File: src/rtl/audio_frame_scheduler.sv
// Moves one stereo frame from the ADC FIFO through a shared pitch-shift engine
// (left, then right) into the DAC FIFO. Define MONO_SUM_EN to process (L+R)/2 once.
module audio_frame_scheduler #(
   parameter int DATA_W  = 32,
   parameter int TIMEOUT = 4096,
   parameter int CNT_W   = 16
) (
   input  logic              clk,
   input  logic              reset,
   input  logic              audio_in_available,
   input  logic              audio_out_allowed,
   input  logic [DATA_W-1:0] left_in,
   input  logic [DATA_W-1:0] right_in,
   output logic              read_audio_in,
   output logic              write_audio_out,
   output logic [DATA_W-1:0] left_out,
   output logic [DATA_W-1:0] right_out,
   output logic              eng_start,
   output logic              eng_sel,
   output logic [DATA_W-1:0] eng_data,
   input  logic              eng_done,
   input  logic [DATA_W-1:0] eng_result,
   output logic              busy,
   output logic              timeout_err,
   output logic [CNT_W-1:0]  frame_count
);

   localparam int TCNT_W = $clog2(TIMEOUT + 1);
   localparam logic [TCNT_W-1:0] TCNT_LAST = TCNT_W'(TIMEOUT - 1);

   typedef enum logic [2:0] {
      IDLE,
      READ,
      START_L,
      WAIT_L,
      START_R,
      WAIT_R,
      OUT_WAIT,
      WRITE
   } state_t;

   state_t state, state_next;

   logic [DATA_W-1:0] left_lat, right_lat, res_l;
   logic [TCNT_W-1:0] tcnt;
   logic              tcnt_hit;

   assign tcnt_hit = (tcnt == TCNT_LAST);

   always_ff @(posedge clk) begin
      if (reset) state <= IDLE;
      else       state <= state_next;
   end

   // A frame is accepted without regard to DAC space; backpressure is absorbed in OUT_WAIT.
   always_comb begin
      state_next = state;
      case (state)
         IDLE:     if (audio_in_available) state_next = READ;
         READ:     state_next = START_L;
         START_L:  state_next = WAIT_L;
`ifdef MONO_SUM_EN
         WAIT_L:   if (eng_done || tcnt_hit) state_next = OUT_WAIT;
`else
         WAIT_L:   if (eng_done || tcnt_hit) state_next = START_R;
`endif
         START_R:  state_next = WAIT_R;
         WAIT_R:   if (eng_done || tcnt_hit) state_next = OUT_WAIT;
         OUT_WAIT: if (audio_out_allowed) state_next = WRITE;
         WRITE:    state_next = IDLE;
         default:  state_next = IDLE;
      endcase
   end

   assign read_audio_in   = (state == READ);
   assign write_audio_out = (state == WRITE);
   assign eng_start       = (state == START_L) || (state == START_R);
   assign eng_sel         = (state == START_R) || (state == WAIT_R);
   assign busy            = (state != IDLE);

`ifdef MONO_SUM_EN
   // One extra bit keeps the sum of two full-scale samples exact before halving.
   logic [DATA_W:0] mono_sum;
   assign mono_sum = {left_lat[DATA_W-1], left_lat} + {right_lat[DATA_W-1], right_lat};
   assign eng_data = DATA_W'($signed(mono_sum) >>> 1);
`else
   logic [DATA_W-1:0] res_r;
   assign eng_data = eng_sel ? right_lat : left_lat;
`endif

   always_ff @(posedge clk) begin
      if (reset) begin
         left_lat    <= '0;
         right_lat   <= '0;
         res_l       <= '0;
`ifndef MONO_SUM_EN
         res_r       <= '0;
`endif
         tcnt        <= '0;
         left_out    <= '0;
         right_out   <= '0;
         timeout_err <= 1'b0;
         frame_count <= '0;
      end else begin
         case (state)
            IDLE: begin
               if (audio_in_available) begin
                  left_lat  <= left_in;
                  right_lat <= right_in;
               end
            end
            START_L, START_R: tcnt <= '0;
            // On timeout the untouched input sample is passed through instead.
            WAIT_L: begin
               if (eng_done) begin
                  res_l <= eng_result;
               end else if (tcnt_hit) begin
                  res_l       <= left_lat;
                  timeout_err <= 1'b1;
               end else begin
                  tcnt <= tcnt + 1'b1;
               end
            end
`ifndef MONO_SUM_EN
            WAIT_R: begin
               if (eng_done) begin
                  res_r <= eng_result;
               end else if (tcnt_hit) begin
                  res_r       <= right_lat;
                  timeout_err <= 1'b1;
               end else begin
                  tcnt <= tcnt + 1'b1;
               end
            end
`endif
            OUT_WAIT: begin
               if (audio_out_allowed) begin
                  left_out  <= res_l;
`ifdef MONO_SUM_EN
                  right_out <= res_l;
`else
                  right_out <= res_r;
`endif
               end
            end
            WRITE:   frame_count <= frame_count + 1'b1;
            default: ;
         endcase
      end
   end

endmodule

File: config.mk
export PLATFORM = sky130hd
export DESIGN_NAME = audio_frame_scheduler
export DESIGN_NICKNAME = d
export VERILOG_FILES = /design/src/rtl/audio_frame_scheduler.sv
export SDC_FILE = /design/constraint.sdc
export NUM_CORES = 1
export LEC_CHECK = 0
export ABC_CLOCK_PERIOD_IN_PS = 2980
export BUFFER_PORTS_ARGS = -buffer_cell sky130_fd_sc_hd__buf_2
export CAP_MARGIN = 25
export CORE_ASPECT_RATIO = 1.4
export CORE_MARGIN = 10
export CORE_UTILIZATION = 58
export DETAILED_ROUTE_END_ITERATION = 10
export GPL_TIMING_DRIVEN = 0
export MAX_ROUTING_LAYER = met4
export PLACE_DENSITY = 0.87
export SLEW_MARGIN = 30
export SYNTH_ARGS = -nofsm -noshare
export SYNTH_HDL_FRONTEND = slang
export SYNTH_SLANG_ARGS = --single-unit
File: constraint.sdc
create_clock -name clk -period 2.98 [get_ports clk]
set_input_delay 0.447 -clock clk [delete_from_list [all_inputs] [get_ports clk]]
set_output_delay 0.447 -clock clk [all_outputs]
set_load 0.02 [all_outputs]
==> flow_summary.toml <==
[run_status]
status = "complete, no violations"

[sta]
maxSlewViolCount = 0
setup_violations = 0
finalSetupTns_ns = 0
period_share_pct = 89.8
hold_viol = 0
min_period_ns = 2.68
slew_headroom_pct = 50.3
worst_slack_ns = 0.305
rsz0062_at_grt = "no"
max_freq_mhz = 374
skew_ns = 0.0101
tightest_slew_ns = 0.746

[clock_tree]
max-clock-path-buffers = 3
cts_setup_buffers = 0
cts_resized = 0
tritoncts = "yes"
cts_max_level = 1
clk_latency_ns = 0.51
cts_sinks = 225
clkTransAtPathRegs_ns = 0.07
root_buffer = "clkbuf_16"
cts_buffers = 21
cts_hold_buf = 0

[synthesis]
syn_avg_cell_area_um2 = 7.70
ys_types = 42
yosysTopAreaCellShare_pct = 48.9
ys.flop_type = "dfxtp_1"
syn_area_um2 = 9210
netlist_instances = 1196
ys_seq_area_share_pct = 48.9
synth.most_common_cell = "nand2_1"
yosys.area.top_type = "dfxtp_1"
synth_area_leaders = "dfxtp_1, nand2_1, a21oi_1"
synth_edf_count = 0
yosysWarnings = 0
syn_nets = 1299
ys_ff_latch = 225
synthArstFlopShare_pct = 0
synthTopCellsByCount = "nand2_1, dfxtp_1, a21oi_1, a311oi_1, clkbuf_1"

[critical_path]
worstPathMaxFanout = 10
crit_chain = "nand2b_1 -> buf_2 -> inv_1 -> buf_1 -> nand2_1 -> nand2_1 -> buf_2"
critPathRequiredTime_ns = 2.53
critPathTopFamily = "buffers and inverters"
startpoint_type = "flop"
cp_num_buf_inv = 4
cp.arrival_ns = 2.23
path_class = "flop to output port"
end_kind = "output port"
crit_slowest_cell = "dfxtp_1"
cpPeakStageDelay_ns = 0.44

[layout]
multi_input_area_um2 = 4230
drive_gt1_share_pct = 20.8
regArea_um2 = 4500
utilization_pct = 71.9
area_delta_synth_final_pct = 21.8
stdcell_area_um2 = 11200
nets = 1539
filler_cell_count = 1290

[die]
rows = 54
core_area_um2 = 15600
die-area_um2 = 21400
initial_core_util_pct = 59.0
die_w_um = 126
io_pins = 219
die_h_um = 169

[route]
wirelength_um = 29800
firstDrtPassIters = 6
final_antenna_net_count = 0
avgViaCountPerCell = 5.72
drt-initial-drc-count = 925
routed-via-count = 9418
wl_per_cell_um = 18.1
drc = 0

[grt]
grt_usage_pct = 26.9
antenna_found_initial = 2
grt_pass1_wl_um = 46600
grt_max_degree = 17
grt_pass1_vias = 8970
overflow = 0

[hold_path]
hold_path_class = "input port to flop"

[power]
max-vdd-ir-drop_mv = 0.464
p_leak_nw = 4.56
powerDensity_nw_per_um2 = 578

[placed_design]
dpl_cell_area_um2 = 10500
hpwl_um = 22900
place_ws_ns = 0.607
portBuffers = 217
place.gp.congestion = 0.929

[run]
cap_viol_max_count = 0
## through the flow
step / power [mW] / instances / hold slack, ns
after floorplan: 3.62 / 1196 / 0.408
after global placement: 3.87 / 1609 / 0.415
after detailed placement: 3.88 / 1609 / 0.438
after CTS: 6.46 / 1645 / 0.171
after global routing: 6.68 / 1647 / 0.181
final: 6.48 / 1647 / 0.171
## worst reg2reg max path: stages, from the launching register on
cell,delay [ns]
dfxtp_1,0.43
ha_1,0.26
nand4_2,0.22
o31ai_2,0.40
buf_4,0.25
buf_4,0.20
a21oi_1,0.11
a311oi_1,0.28
## layout make-up
type                            count  area share [%]
Sequential cell                   225            40.2
Antenna cell                        2          0.0446
Inverter                            8           0.268
Clock inverter                      9           0.748
Tap cell                          196            2.19
Timing Repair Buffer              217            9.68
Buffer                             97            3.92
Clock buffer                       27            5.24
Multi-Input combinational cell    866            37.7
## power by group
group / leakage [nW] / switching, mW / total (mW) / internal, mW
registers: 1.82 / 0.0754 / 3.17 / 3.10
logic: 2.40 / 0.448 / 0.661 / 0.214
clock network: 0.333 / 1.16 / 2.65 / 1.49
## per-layer routing
layer  vias up  track usage (%)  wire length [um]
met5         -                -                 0
met4         0             10.3              1020
met3        73             6.25              2720
li1       4551                -                 -
met1      4341             31.6             11500
met2       453             43.9             14600
## final timing paths
| path | cells after the start | slack [ns] | end | start |
|---|---|---|---|---|
| setup / recovery | 7 | 0.30 | eng_data[23] | state[2] |
| hold / removal | 3 | 0.17 | right_lat[4] | right_in[4] |
| setup reg to reg | 7 | 0.73 | res_l[22] | tcnt[0] |
| hold reg to reg | 2 | 0.45 | left_out[8] | left_out[8] |
## cells by family after synthesis
kind of cell | synth area share [%]
compound gates | 19.0
xor+xnor | 1.05
fa+ha+maj | 0.272
buf+inv | 5.10
flops | 48.9
mux | 0.680
simple gates | 25.0
## sequential cells by signal (all words and copies together) (netlist names), 13 cells and up
register / cells
res_l: 32
frame_count: 16
res_r: 32
left_lat: 32
right_out: 32
right_lat: 32
tcnt: 13
left_out: 32
## cell usage in the layout (no fill, tap or decap), types with 8 or more instances in the layout
cell         n
nand2_1    465
clkbuf_16   21
buf_2      244
clkbuf_1    59
buf_4       11
dfxtp_1    225
a311oi_1    64
nand3_1     12
a21oi_1    208
nor2_1      23
inv_1        8
Note: power is estimated with default switching activity, not from simulation.
